<file path="config.mk">
export PLATFORM = sky130hd
export DESIGN_NAME = counter_updown
export DESIGN_NICKNAME = d
export VERILOG_FILES = /design/src/rtl/counter_updown.sv
export SDC_FILE = /design/constraint.sdc
export NUM_CORES = 1
export LEC_CHECK = 0
export CAP_MARGIN = 20
export CORE_AREA = 2 2 39 41
export CTS_BUF_LIST = sky130_fd_sc_hd__clkbuf_4 sky130_fd_sc_hd__clkbuf_8
export CTS_CLUSTER_SIZE = 40
export DETAILED_ROUTE_END_ITERATION = 16
export DIE_AREA = 0 0 41 43
export PLACE_DENSITY = 0.8
export REMOVE_ABC_BUFFERS = 1
export SYNTH_ARGS = -nofsm -noshare
export SYNTH_HDL_FRONTEND = slang
export SYNTH_SLANG_ARGS = --single-unit
</file>
<file path="constraint.sdc">
create_clock -name clk -period 2.8 [get_ports clk]
set_clock_uncertainty 0.15 [all_clocks]
set_input_delay 0.56 -clock clk [delete_from_list [all_inputs] [get_ports clk]]
set_output_delay 0.56 -clock clk [all_outputs]
set_load 0.02 [all_outputs]
</file>
<file path="src/rtl/counter_updown.sv">
// counter_updown: parametrised synchronous up/down counter with load,
// selectable end-of-count behaviour (wrap / saturate / one-shot), a
// registered Gray-coded copy of the count, and terminal-count, sticky
// overflow and one-shot done flags.
`timescale 1ns/1ps

module counter_updown #(
    parameter int              WIDTH   = 4,
    parameter longint unsigned MODULUS = 64'd1 << WIDTH,
    parameter int              MODE    = 0
) (
    input  logic             clk,
    input  logic             rst,
    input  logic             en,
    input  logic             up,
    input  logic             load,
    input  logic [WIDTH-1:0] load_value,
    output logic [WIDTH-1:0] count,
    output logic [WIDTH-1:0] gray,
    output logic             tc,
    output logic             ovf,
    output logic             done
);

    // End-of-count behaviours selectable through MODE
    localparam int MODE_WRAP     = 0;
    localparam int MODE_SATURATE = 1;
    localparam int MODE_ONESHOT  = 2;

    // Highest legal count; arithmetic is modulo MODULUS, not 2**WIDTH
    localparam logic [WIDTH-1:0] MAX_COUNT = WIDTH'(MODULUS - 64'd1);
    localparam logic [WIDTH-1:0] ONE       = WIDTH'(1);

    logic [WIDTH-1:0] terminal;
    logic             at_terminal;
    logic [WIDTH-1:0] load_clamped;
    logic [WIDTH-1:0] next_count;
    logic             next_ovf;
    logic             next_done;

    // The terminal value follows the direction currently requested
    assign terminal     = up ? MAX_COUNT : '0;
    assign at_terminal  = (count == terminal);
    assign load_clamped = (load_value > MAX_COUNT) ? MAX_COUNT : load_value;

    // tc is high exactly in the cycle whose rising edge performs an end-of-count event
    assign tc = en & ~load & ~done & at_terminal;

    // Next-state selection: load beats enable, and a finished one-shot ignores enable
    always_comb begin
        next_count = count;
        next_ovf   = ovf;
        next_done  = done;
        if (load) begin
            next_count = load_clamped;
            next_ovf   = 1'b0;
            next_done  = 1'b0;
        end else if (en && !done) begin
            if (at_terminal) begin
                next_ovf = 1'b1;
                if (MODE == MODE_WRAP) begin
                    next_count = up ? '0 : MAX_COUNT;
                end else if (MODE == MODE_ONESHOT) begin
                    next_done = 1'b1;
                end else if (MODE == MODE_SATURATE) begin
                    next_count = count;
                end
            end else if (up) begin
                next_count = count + ONE;
            end else begin
                next_count = count - ONE;
            end
        end
    end

    // State registers; gray is built from next_count so it stays aligned with count
    always_ff @(posedge clk) begin
        if (rst) begin
            count <= '0;
            gray  <= '0;
            ovf   <= 1'b0;
            done  <= 1'b0;
        end else begin
            count <= next_count;
            gray  <= next_count ^ (next_count >> 1);
            ovf   <= next_ovf;
            done  <= next_done;
        end
    end

endmodule

</file>
==> reports/summary.txt <==
=================================================================================
Final-layout worst hold slack                                            314.0 ps
Post-route clock period utilization                                        0.8483
Synth warn                                                                      0
Buffer count from post-CTS setup fixing                                         0
Total CTS buffers                                                               3
# DRC                                                                           0
Final hold violations                                                           0
FF+latch count, synth                                                           8
Final standard cell utilization of the core                                0.6040
RSZ-0062 raised after global routing                                           no
Sequential cell area                                                  160.2 sq um
Effective utilization at floorplan                                         0.4231
Total number of H-tree levels                                                   1
Detail Route Antenna Nets                                                       0
Synthesized area                                                      585.6 sq um
Sequential fraction of the synthesis area                                  0.2735
Number of violations of the max-capacitance limit                               0
Wire length of the first global-routing pass                             2.401 mm
Vertical extent of the die                                             43 microns
Clock buffer depth                                                              2
CP Class                                                               reg -> reg
Max Slew Vio Count                                                              0
Cell area power density                                              452.1 nW/um^2
Number of vias per cell after detailed routing                              5.082
Register clock-pin slew on the reported worst setup and hold paths          60 ps
Kind of path behind the tightest hold check                            reg -> reg
Top fanout value on the critical path                                          10
Cell count after placement                                                    107
Gate count after technology mapping                                            71
Total global routing overflow                                                   0
Layout overhead on the synthesized area                                    42.74%
Ratio of cells with drive above 1 in the final layout                      0.1915
Clock tree from TritonCTS                                                   built
Seq pwr share                                                               0.352
Worst Hold Depth                                                                2
Register-to-Register Setup Slack                                           420 ps
Leading post-synthesis cells by cell area                            dfxtp_1 27%, buf_4 5.1%, nor2_1 5.1%
Overall via count from detail_route                                           559
Arrival @ worst endpoint                                                  2380 ps
Die W                                                                  41 microns
Antenna violations before repair                                                0
Leading area contributor after synthesis                                  dfxtp_1
Non-filler instance count after layout                                        110
Switching part of the total                                                0.3280
Root buffer cell                                                         clkbuf_4
Area of the die                                                        1763 sq um
Average instance area after synthesis                                 8.247 sq um
R2R Path End                                                              gray[2]
Final Net Count                                                               108
Crit path required time                                                   2800 ps
Final critical delay including setup and external delays                  2375 ps
Worst skew pair latency                                                    260 ps
Power share of the clock group                                              0.236
Number of detailed-routing iterations run before antenna repair                 4
Result of the run                                                    finished clean
Final routed wirelength across all metal layers                          1.403 mm
Area fraction of the dominant cell type after synthesis                    0.2735
Power spent charging and discharging nets                                123.9 uW
Count of endpoints failing setup in the final report                            0
Total number of clock tree sinks                                                8
Summed negative setup slack over all endpoints                               0 ps
Internal power                                                           253.9 uW
Critical Path End Type                                                   register
FF-to-FF Start                                                           count[0]
Count of flip-flops with a built-in enable after synthesis                      0
IO buf count                                                                   18
Vias in the first global route                                                546
Core Area                                                              1384 sq um
Fraction of power consumed by combinational cells                           0.412
Global placer's final weighted congestion                                  0.7848
Startpoint type of the worst setup path                                  register
Async set or reset register ratio after synthesis                               0
Most used DFF post-synth                                                  dfxtp_1
Reg2reg path depth                                                              7
Total GRT Usage                                                            0.2062
Placed wire-length estimate                                              1.109 mm
Standard-cell row count                                                        14
Largest net degree at the start of global routing                              12
Hold endpoint                                                                 ovf
Netlist cell types                                                             31
Fill count                                                                    126
Iteration-0 DRC count of the detailed router                                   12
Max Freq                                                                421.0 MHz
Pleak                                                                0.0003648 uW
Wire length per cell                                                 12.75 microns
Combined area of the multi-input logic cells                          361.6 sq um
Diodes inserted                                                                 0
Top Ports                                                                      20
Commonest cells in the synthesized netlist                           8 x dfxtp_1, 8 x nor2_1, 7 x inv_1, 5 x nand2_1
Beginning of the worst hold path                                              ovf
Max IR drop VDD                                                         0.3174 mV
=================================================================================
==> worst max path at each step <==
stage	from	cells after the start	endpoint	slack, ps
2_1_floorplan	count[0]	7	gray[2]	450
3_5_place_dp	up	7	tc	-400
4_1_cts	up	9	gray[2]	40
5_1_grt	count[0]	8	gray[1]	300
3_3_place_gp	up	7	tc	-310
6_report	count[0]	7	gray[2]	420
==> power by group through the flow <==
stage	sequential, uW	clock [uW]	combinational, uW
after CTS	133	93.7	154
after global placement	135	0	148
after floorplan	151	0	66.2
final	133	89.2	156
after global routing	135	96.3	171
after detailed placement	136	0	153
==> cell families (layout without fill, tap and decap cells) <==
family | Yosys count | after routing | synth area share
compound gates | 16 | 16 | 0.2116
xor+xnor | 5 | 5 | 0.07480
fa+ha+maj | 3 | 3 | 0.07692
buf+inv | 14 | 37 | 0.1303
flops | 8 | 8 | 0.2735
mux | 1 | 1 | 0.02563
other cells | 1 | 1 | 0.006404
simple gates | 23 | 23 | 0.2009
==> stage by stage <==
step                      setup WS (ps)  power (uW)  cell area, sq um
after floorplan                   449.6       217.0             535.5
after global placement           -308.0       283.3             803.3
after detailed placement         -397.9       288.3             803.3
after CTS                         37.47       381.3             822.0
after global routing              302.1       401.6             835.8
final                             424.6       377.9             835.8
==> what timing repair did <==
item                                    in CTS  in global routing
resized for setup                            5                  3
endpoints found under the setup margin       2                  3
hold buffers                                 0                  0
==> area by class of cell <==
type,count,share of cell area
timing repair buffer,27,0.2934
clock buffer,3,0.02695
multi-input combinational,49,0.4326
sequential,8,0.1916
tap,16,0.02395
inverter,7,0.03144
==> metal layers <==
metal	routed length, microns	up-vias	part of all wire	track usage
li1	-	284	-	-
met1	575	256	0.41	0.2427
met2	738	14	0.53	0.3219
met3	53	5	0.038	0.06283
met4	35	0	0.025	0.1000
met5	0	-	0	0
==> flip-flops by register name, indices dropped and copies added, names as in the netlist <==
register	count
count	4
gray	3
ovf	1
==> cells in the final DEF (no fill, tap or decap), drive strengths merged, types with 2 or more instances in the layout <==
cell type,n
clkdlybuf4s50,16
buf,10
nor2,8
dfxtp,8
inv,7
nand2,5
nand3,4
a21oi,4
xnor2,3
clkbuf,3
nor2b,3
o21ai,3
xor2,2
o31ai,2
ha,2
==> worst max-delay path, cell delays in order (launching register included) <==
cell	delay, ps
dfxtp_1	530
inv_1	110
fa_1	470
nor2b_1	170
a2111oi_2	290
o21ai_1	150
nor2b_4	140
mux2_4	260
Note: power is estimated with default switching activity, not from simulation.
